==> src/rtl/rgb_pwm_driver_pkg.sv <==
// Shared definitions for the RGB PWM driver and the upstream colour converter.
// Holds the controller state encoding, PWM resolution and the 24-bit colour field layout.
package rgb_pwm_driver_pkg;

  localparam int unsigned PWM_BITS  = 8;
  localparam int unsigned RGB_BITS  = 24;
  localparam int unsigned PRE_BITS  = 16;
  localparam int unsigned RGB_R_LSB = 16;
  localparam int unsigned RGB_G_LSB = 8;
  localparam int unsigned RGB_B_LSB = 0;

  typedef enum logic [1:0] {
    ST_IDLE = 2'd0,
    ST_LOAD = 2'd1,
    ST_RUN  = 2'd2
  } state_t;

  typedef struct packed {
    logic [PWM_BITS-1:0] r;
    logic [PWM_BITS-1:0] g;
    logic [PWM_BITS-1:0] b;
  } rgb_t;

  // Extract one duty field from a packed colour word.
  function automatic logic [PWM_BITS-1:0] duty_of(input logic [RGB_BITS-1:0] rgb,
                                                   input int unsigned lsb);
    return rgb[lsb +: PWM_BITS];
  endfunction

endpackage

==> src/rtl/rgb_pwm_driver_pwm_channel.sv <==
// One PWM channel: shadow duty register, count compare and registered LED drive.
// The shadow only changes on i_load so mid-period duty updates cannot glitch the output.
module pwm_channel
  import rgb_pwm_driver_pkg::*;
(
  input  logic                clk,
  input  logic                rst,
  input  logic                i_load,
  input  logic [PWM_BITS-1:0] i_duty,
  input  logic                i_run,
  input  logic [PWM_BITS-1:0] i_count,
  output logic                o_led
);

  logic [PWM_BITS-1:0] r_shadow;
  logic                r_led;

  always_ff @(posedge clk) begin
    if (rst) begin
      r_shadow <= '0;
      r_led    <= 1'b0;
    end else begin
      if (i_load) begin
        r_shadow <= i_duty;
      end
      r_led <= i_run && (i_count < r_shadow);
    end
  end

  assign o_led = r_led;

endmodule

==> src/rtl/rgb_pwm_driver.sv <==
// Three-channel RGB PWM driver with a prescaled 8-bit period counter.
// Duties are reloaded into per-channel shadows only at LOAD and at the period wrap.
module rgb_pwm_driver
  import rgb_pwm_driver_pkg::*;
#(
  parameter int unsigned PRESCALE = 1
) (
  input  logic                clk,
  input  logic                rst,
  input  logic                enable,
  input  logic [RGB_BITS-1:0] rgb,
  output logic                led_r,
  output logic                led_g,
  output logic                led_b,
  output logic                period_start
);

  localparam logic [PRE_BITS-1:0] PRE_LAST = PRE_BITS'(PRESCALE - 1);

  state_t              r_state;
  state_t              w_state_nxt;
  logic [PWM_BITS-1:0] r_count;
  logic [PRE_BITS-1:0] r_pre;
  logic                r_period_start;
  logic                w_tick;
  logic                w_wrap;
  logic                w_load;
  logic                w_pstart;
  logic                w_run;
  rgb_t                w_rgb;

  // Next-state and per-cycle strobes; a falling enable always wins over a wrap.
  always_comb begin
    w_state_nxt = r_state;
    w_load      = 1'b0;
    w_pstart    = 1'b0;
    w_tick      = (r_state == ST_RUN) && (r_pre == PRE_LAST);
    w_wrap      = w_tick && (r_count == {PWM_BITS{1'b1}});
    case (r_state)
      ST_IDLE: begin
        if (enable) begin
          w_state_nxt = ST_LOAD;
        end
      end
      ST_LOAD: begin
        w_load = 1'b1;
        if (enable) begin
          w_state_nxt = ST_RUN;
          w_pstart    = 1'b1;
        end else begin
          w_state_nxt = ST_IDLE;
        end
      end
      ST_RUN: begin
        if (!enable) begin
          w_state_nxt = ST_IDLE;
        end else if (w_wrap) begin
          w_load   = 1'b1;
          w_pstart = 1'b1;
        end
      end
      default: begin
        w_state_nxt = ST_IDLE;
      end
    endcase
  end

  always_ff @(posedge clk) begin
    if (rst) begin
      r_state        <= ST_IDLE;
      r_count        <= '0;
      r_pre          <= '0;
      r_period_start <= 1'b0;
    end else begin
      r_state        <= w_state_nxt;
      r_period_start <= w_pstart;
      // Count and prescaler only advance while staying in RUN.
      if ((r_state != ST_RUN) || !enable) begin
        r_count <= '0;
        r_pre   <= '0;
      end else if (w_tick) begin
        r_pre   <= '0;
        r_count <= r_count + PWM_BITS'(1);
      end else begin
        r_pre   <= r_pre + PRE_BITS'(1);
      end
    end
  end

  assign w_run   = (r_state == ST_RUN);
  assign w_rgb.r = duty_of(rgb, RGB_R_LSB);
  assign w_rgb.g = duty_of(rgb, RGB_G_LSB);
  assign w_rgb.b = duty_of(rgb, RGB_B_LSB);

  pwm_channel u_ch_r (
    .clk     (clk),
    .rst     (rst),
    .i_load  (w_load),
    .i_duty  (w_rgb.r),
    .i_run   (w_run),
    .i_count (r_count),
    .o_led   (led_r)
  );

  pwm_channel u_ch_g (
    .clk     (clk),
    .rst     (rst),
    .i_load  (w_load),
    .i_duty  (w_rgb.g),
    .i_run   (w_run),
    .i_count (r_count),
    .o_led   (led_g)
  );

  pwm_channel u_ch_b (
    .clk     (clk),
    .rst     (rst),
    .i_load  (w_load),
    .i_duty  (w_rgb.b),
    .i_run   (w_run),
    .i_count (r_count),
    .o_led   (led_b)
  );

  assign period_start = r_period_start;

endmodule

==> config.mk <==
export PLATFORM = sky130hd
export DESIGN_NAME = rgb_pwm_driver
export DESIGN_NICKNAME = d
export VERILOG_FILES = /design/src/rtl/rgb_pwm_driver_pkg.sv /design/src/rtl/rgb_pwm_driver_pwm_channel.sv /design/src/rtl/rgb_pwm_driver.sv
export SDC_FILE = /design/constraint.sdc
export NUM_CORES = 1
export LEC_CHECK = 0
export CORE_MARGIN = 2
export CORE_UTILIZATION = 55
export CTS_CLUSTER_DIAMETER = 120
export DETAILED_ROUTE_END_ITERATION = 8
export HOLD_SLACK_MARGIN = 0.08
export PLACE_DENSITY = 0.75
export SYNTH_ARGS = -nofsm -noshare
export SYNTH_HDL_FRONTEND = slang
export SYNTH_HIERARCHICAL = 1
export SYNTH_SLANG_ARGS = --single-unit
==> constraint.sdc <==
create_clock -name clk -period 2.9 [get_ports clk]
set_input_delay 0.29 -clock clk [delete_from_list [all_inputs] [get_ports clk]]
set_output_delay 0.29 -clock clk [all_outputs]
set_load 0.01 [all_outputs]
Word-level counts from Yosys, hierarchy flattened
Cells that the tools add are included.
- bits in registers: 54
- output and inout port bits: 4
- equality and inequality tests: 6
- add/subtract/negate cells: 2
- reduce and logical (&&, ||, !) cells: 12
- order comparisons: 3
- multiplexer cells: 9
- operators by type and width (kind ; count):
    8-bit less-than comparator ; 3
    16-bit by 1-bit adder with 16-bit output, second input constant ; 1
    16-bit zero test ; 1
    8-bit by 1-bit adder with 8-bit output, second input constant ; 1
    8-bit == test, second input constant ; 1
    2-bit two-way mux ; 3
    2-bit != test, second input constant ; 3
    2-bit case mux with 3 select lines ; 1
    1-bit logical AND ; 5
    1-bit case mux with 2 select lines ; 2
    1-bit two-way mux ; 3
    3-bit OR reduction ; 1
    2-bit by 1-bit == test with 1-bit output, second input constant ; 1
    2-bit == test, second input constant ; 1
    2-bit zero test ; 1
    2-bit AND reduction ; 1
    2-bit OR reduction ; 1
    1-bit zero test ; 1
    1-bit logical OR ; 1

Logic depth before layout (Yosys ltp)
- depth in word-level cells: 6
- gate-level depth with buffers: 10
- mapped depth without buffers: 8

Hierarchy
The synthesis kept the hierarchy.
- by module, submodules not included (module ; cells an instance ; area each (µm²) ; times used ; sequential area each (µm²)):
    pwm_channel ; 50 ; 484.2 ; 3 ; 180.2
    rgb_pwm_driver ; 151 ; 1305.0 ; 1 ; 540.5

Least setup slack after synthesis
No wires, ideal clock.
- path kind: register to register
- start: register r_pre[0]
- end: register u_ch_b.r_shadow[0]
- library setup time: 0.127 ns
- setup slack: 0.863 ns
- arrival: 1.910 ns
- cell stages (with the launch flop): 11
- clock period less this slack: 2.037 ns
- cell sequence: dfxtp_1 -> inv_1 -> ha_1 -> nor4b_2 -> nand4_2 -> clkbuf_1 -> nor4_2 -> o21a_1 -> buf_2 -> mux2i_1 -> nor2_1
- longest elaborated chain between the ends: 6
- RTL lines (item ; line ; text):
    start: declaration ; rgb_pwm_driver.sv:23 ; logic [PRE_BITS-1:0] r_pre;
    start signal: assignment ; rgb_pwm_driver.sv:85 ; r_pre <= r_pre + PRE_BITS'(1);
    16-bit zero test ; rgb_pwm_driver.sv:37 ; w_tick = (r_state == ST_RUN) && (r_pre == PRE_LAST);
    1-bit logical AND ; rgb_pwm_driver.sv:37 ;
    1-bit logical AND ; rgb_pwm_driver.sv:38 ; w_wrap = w_tick && (r_count == {PWM_BITS{1'b1}});
    1-bit two-way mux ; rgb_pwm_driver.sv:57 ; end else if (w_wrap) begin
    1-bit two-way mux ; rgb_pwm_driver.sv:55 ; if (!enable) begin
    1-bit case mux with 2 select lines ; rgb_pwm_driver.sv:39 ; case (r_state)
    net w_load ; rgb_pwm_driver.sv:27 ; logic w_load;
    end signal: assignment ; rgb_pwm_driver_pwm_channel.sv:24 ; r_shadow <= i_duty;
    end: declaration ; rgb_pwm_driver_pwm_channel.sv:15 ; logic [PWM_BITS-1:0] r_shadow;
The timed path passes the listed nets, and every way through them passes these cells.
A chain may end at the register's enable or synchronous reset.

Worst setup path after layout
- start: register r_pre[0]
- end: register u_ch_r.r_shadow[0]
- longest elaborated chain between the ends: 6
- RTL lines (item ; line):
    16-bit zero test ; rgb_pwm_driver.sv:37
    1-bit logical AND ; rgb_pwm_driver.sv:37
    1-bit logical AND ; rgb_pwm_driver.sv:38
    1-bit two-way mux ; rgb_pwm_driver.sv:57
    1-bit two-way mux ; rgb_pwm_driver.sv:55
    1-bit case mux with 2 select lines ; rgb_pwm_driver.sv:39
    net w_load ; rgb_pwm_driver.sv:27
    end signal: assignment ; rgb_pwm_driver_pwm_channel.sv:24
    end: declaration ; rgb_pwm_driver_pwm_channel.sv:15
The timed path passes the listed nets, and every way through them passes these cells.

==> impl_metrics.py <==
metrics = {
    "yosys": {
        "synth_area_leaders": "dfxtp_1 39%, ha_1 12%, mux2i_1 9.1%",
        "yosysWarningCount": 6,
        "yosysTopAreaCell": "dfxtp_1",
        "synth_seq_cells": 54,
        "synth_area_um2": 2760,
        "postSynth.asyncResetShare": 0,
        "seq_area_frac_synth": 0.392,
        "syn_area_per_cell_um2": 9.16,
        "synth_top_cell_area_share": 0.392,
        "syn_inst": 301,
        "synth-edff-count": 0,
        "yosysMostFrequentCell": "dfxtp_1",
        "synth-main-ff-cell": "dfxtp_1",
        "yosysUniqueCellTypes": 37,
        "synth_nets": 355,
        "synthTopCellsByCount": "54 x dfxtp_1, 43 x nor2_1, 31 x inv_1",
    },
    "critical_path": {
        "critPathRequiredTime_ns": 3.09,
        "start_kind": "flop",
        "cp_max_fo": 24,
        "crit_slowest_cell": "dfxtp_1",
        "cpPeakStageDelay_ns": 0.36,
        "path_buf_inv": 3,
        "end_kind": "flop",
        "worst-setup-path-type": "reg -> reg",
        "worstPathArrival_ns": 2.45,
        "rr_worst_depth": 10,
        "crit_top_cell": "buf_4",
        "cp_num_cells": 10,
        "path_delay_family": "buffers and inverters",
        "path_cells": "inv_1, ha_1, nor4b_2, nand4_2, buf_4, nor4_2, o21a_1, buf_4, mux2i_1, nor2_1",
    },
    "clocking": {
        "root_buffer": "clkbuf_8",
        "clock_sinks": 54,
        "cts_setup_buffers": 0,
        "cts.clk_slew.worst_paths_ns": 0.09,
        "numCtsBuffers": 5,
        "cts_tree": "yes",
        "ctsResizeCount": 0,
        "htree_levels": 2,
        "cts_buffer_depth": 2,
        "cts.hold.buffers_added": 0,
        "clk_latency_ns": 0.30,
    },
    "finish": {
        "design.final.nets": 387,
        "nFillCells": 419,
        "areaGrowthSynthToFinish_pct": 16.5,
        "fin_util": 0.671,
        "fin_cells": 400,
        "diodes": 0,
        "final_layout_size_suffix_gt1_frac": 0.0541,
    },
    "power_and_ir_drop": {
        "ir_drop_uv": 295,
        "power_density_nw_per_um2": 407,
        "leakagePower_nw": 1.08,
    },
    "floorplanning": {
        "io_pins": 31,
        "core_area_um2": 4790,
        "start_util": 0.576,
        "die_h_um": 74.8,
        "die_area_um2": 5600,
        "fp.dieW_um": 74.8,
        "num_rows": 25,
    },
    "detailed_routing": {
        "vias": 2139,
        "drcViolationCount": 0,
        "wl_per_cell_um": 12.1,
        "initialDrtViolationCount": 82,
        "via_per_inst": 5.35,
        "postRouteAntennaNets": 0,
        "drt_wl_total_mm": 4.84,
        "dr.pass1.iters": 4,
    },
    "timing": {
        "period_needed_ns": 2.26,
        "finalSetupTns_ns": 0,
        "drv_slew": 0,
        "fin_crit_sh": 0.778,
        "hold_ws_ns": 0.497,
        "final-hold-violation-count": 0,
        "fmax_mhz": 443,
        "rsz0062_at_grt": "false",
        "slew_headroom": 0.678,
        "setup_viol": 0,
        "tightest_slew_ns": 0.482,
        "skew_ns": 0.00656,
    },
    "global_route": {
        "grt_pass1_wl_mm": 8.69,
        "grt_overflow": 0,
        "antenna_found_initial": 0,
        "grt_max_degree": 30,
        "grt_use_total": 0.199,
        "grt_pass1_vias": 2025,
    },
    "place": {
        "io_buffers": 30,
        "place_inst": 393,
        "gp_congestion": 0.772,
        "dp_hpwl_mm": 3.56,
    },
    "run": {
        "drv_cap": 0,
    },
    "hold_path": {
        "worstHoldPathCells": 2,
        "hold_path_class": "reg -> reg",
    },
    "status": {
        "status": "complete, no violations",
    },
}
-- cells in the final DEF, fill, tap and decap left out, drive strengths merged, types with 7 or more instances in the layout --
cell,Yosys,final
a21oi,8,8
dfxtp,54,54
inv,31,31
nand4,7,7
nor4,7,7
xnor2,11,11
nand3,9,9
mux2i,25,25
nand2,11,11
nor2,43,43
ha,27,27
clkdlybuf4s50,0,30
-- metal layers --
metal | routed length, um | up-vias | global-route usage
li1 | - | 1113 | -
met1 | 2350 | 982 | 0.255
met2 | 2280 | 34 | 0.337
met3 | 153 | 10 | 0.0415
met4 | 67 | 0 | 0.0635
met5 | 0 | - | 0
-- final timing paths --
kind | from | endpoint | slack [ns]
max reg2reg | r_pre[0] | u_ch_r/r_shadow[0] | 0.64
max | r_pre[0] | u_ch_r/r_shadow[0] | 0.64
min | u_ch_b/r_shadow[0] | u_ch_b/r_shadow[0] | 0.50
min reg2reg | u_ch_b/r_shadow[0] | u_ch_b/r_shadow[0] | 0.50
-- worst reg2reg max path, delay by kind of cell, from the launching register on --
kind                     cells  cell delay [ns]
buffers and inverters        3             0.64
AND/OR/NAND/NOR              4             0.59
flip-flops                   1             0.36
multiplexers                 1             0.26
adder cells (fa/ha/maj)      1             0.15
AO/OA/AOI/OAI                1             0.15
-- cells by family after synthesis --
logic type | share of synthesized area
buf+inv | 0.0563
mux | 0.0907
flops | 0.392
xor+xnor | 0.0445
compound gates | 0.0998
simple gates | 0.194
fa+ha+maj | 0.123
-- per-stage QoR --
stage | power (mW) | setup WS [ns] | area [um^2]
detailed placement | 0.926 | 0.645 | 3130
finish | 1.31 | 0.643 | 3210
floorplan | 0.869 | 0.863 | 2760
CTS | 1.32 | 0.630 | 3210
global route | 1.36 | 0.444 | 3210
global placement | 0.923 | 0.742 | 3130
-- sequential cells by signal (all words and copies together) (netlist names) --
| name | flops |
|---|---|
| u_ch_g/r_shadow | 8 |
| u_ch_g/o_led | 1 |
| u_ch_b/r_shadow | 8 |
| u_ch_r/r_shadow | 8 |
| r_pre | 16 |
| u_ch_b/o_led | 1 |
| r_state | 2 |
| u_ch_r/o_led | 1 |
| period_start | 1 |
| r_count | 8 |
-- power by group --
group / internal [mW] / switching, mW / leakage [nW] / total, mW
registers: 0.757 / 0.00790 / 0.436 / 0.765
clock network: 0.166 / 0.234 / 0.0373 / 0.400
logic: 0.0789 / 0.0631 / 0.605 / 0.142
-- area by class of cell --
cell class | instances | area, um^2 | area share
sequential | 54 | 1080 | 0.336
multi-input combinational | 207 | 1520 | 0.474
timing repair buffer | 34 | 330 | 0.103
clock buffer | 6 | 72.6 | 0.0226
inverter | 31 | 116 | 0.0362
clock inverter | 1 | 7.51 | 0.00234
tap | 67 | 83.8 | 0.0261
Power figures use the tool's default switching activity.
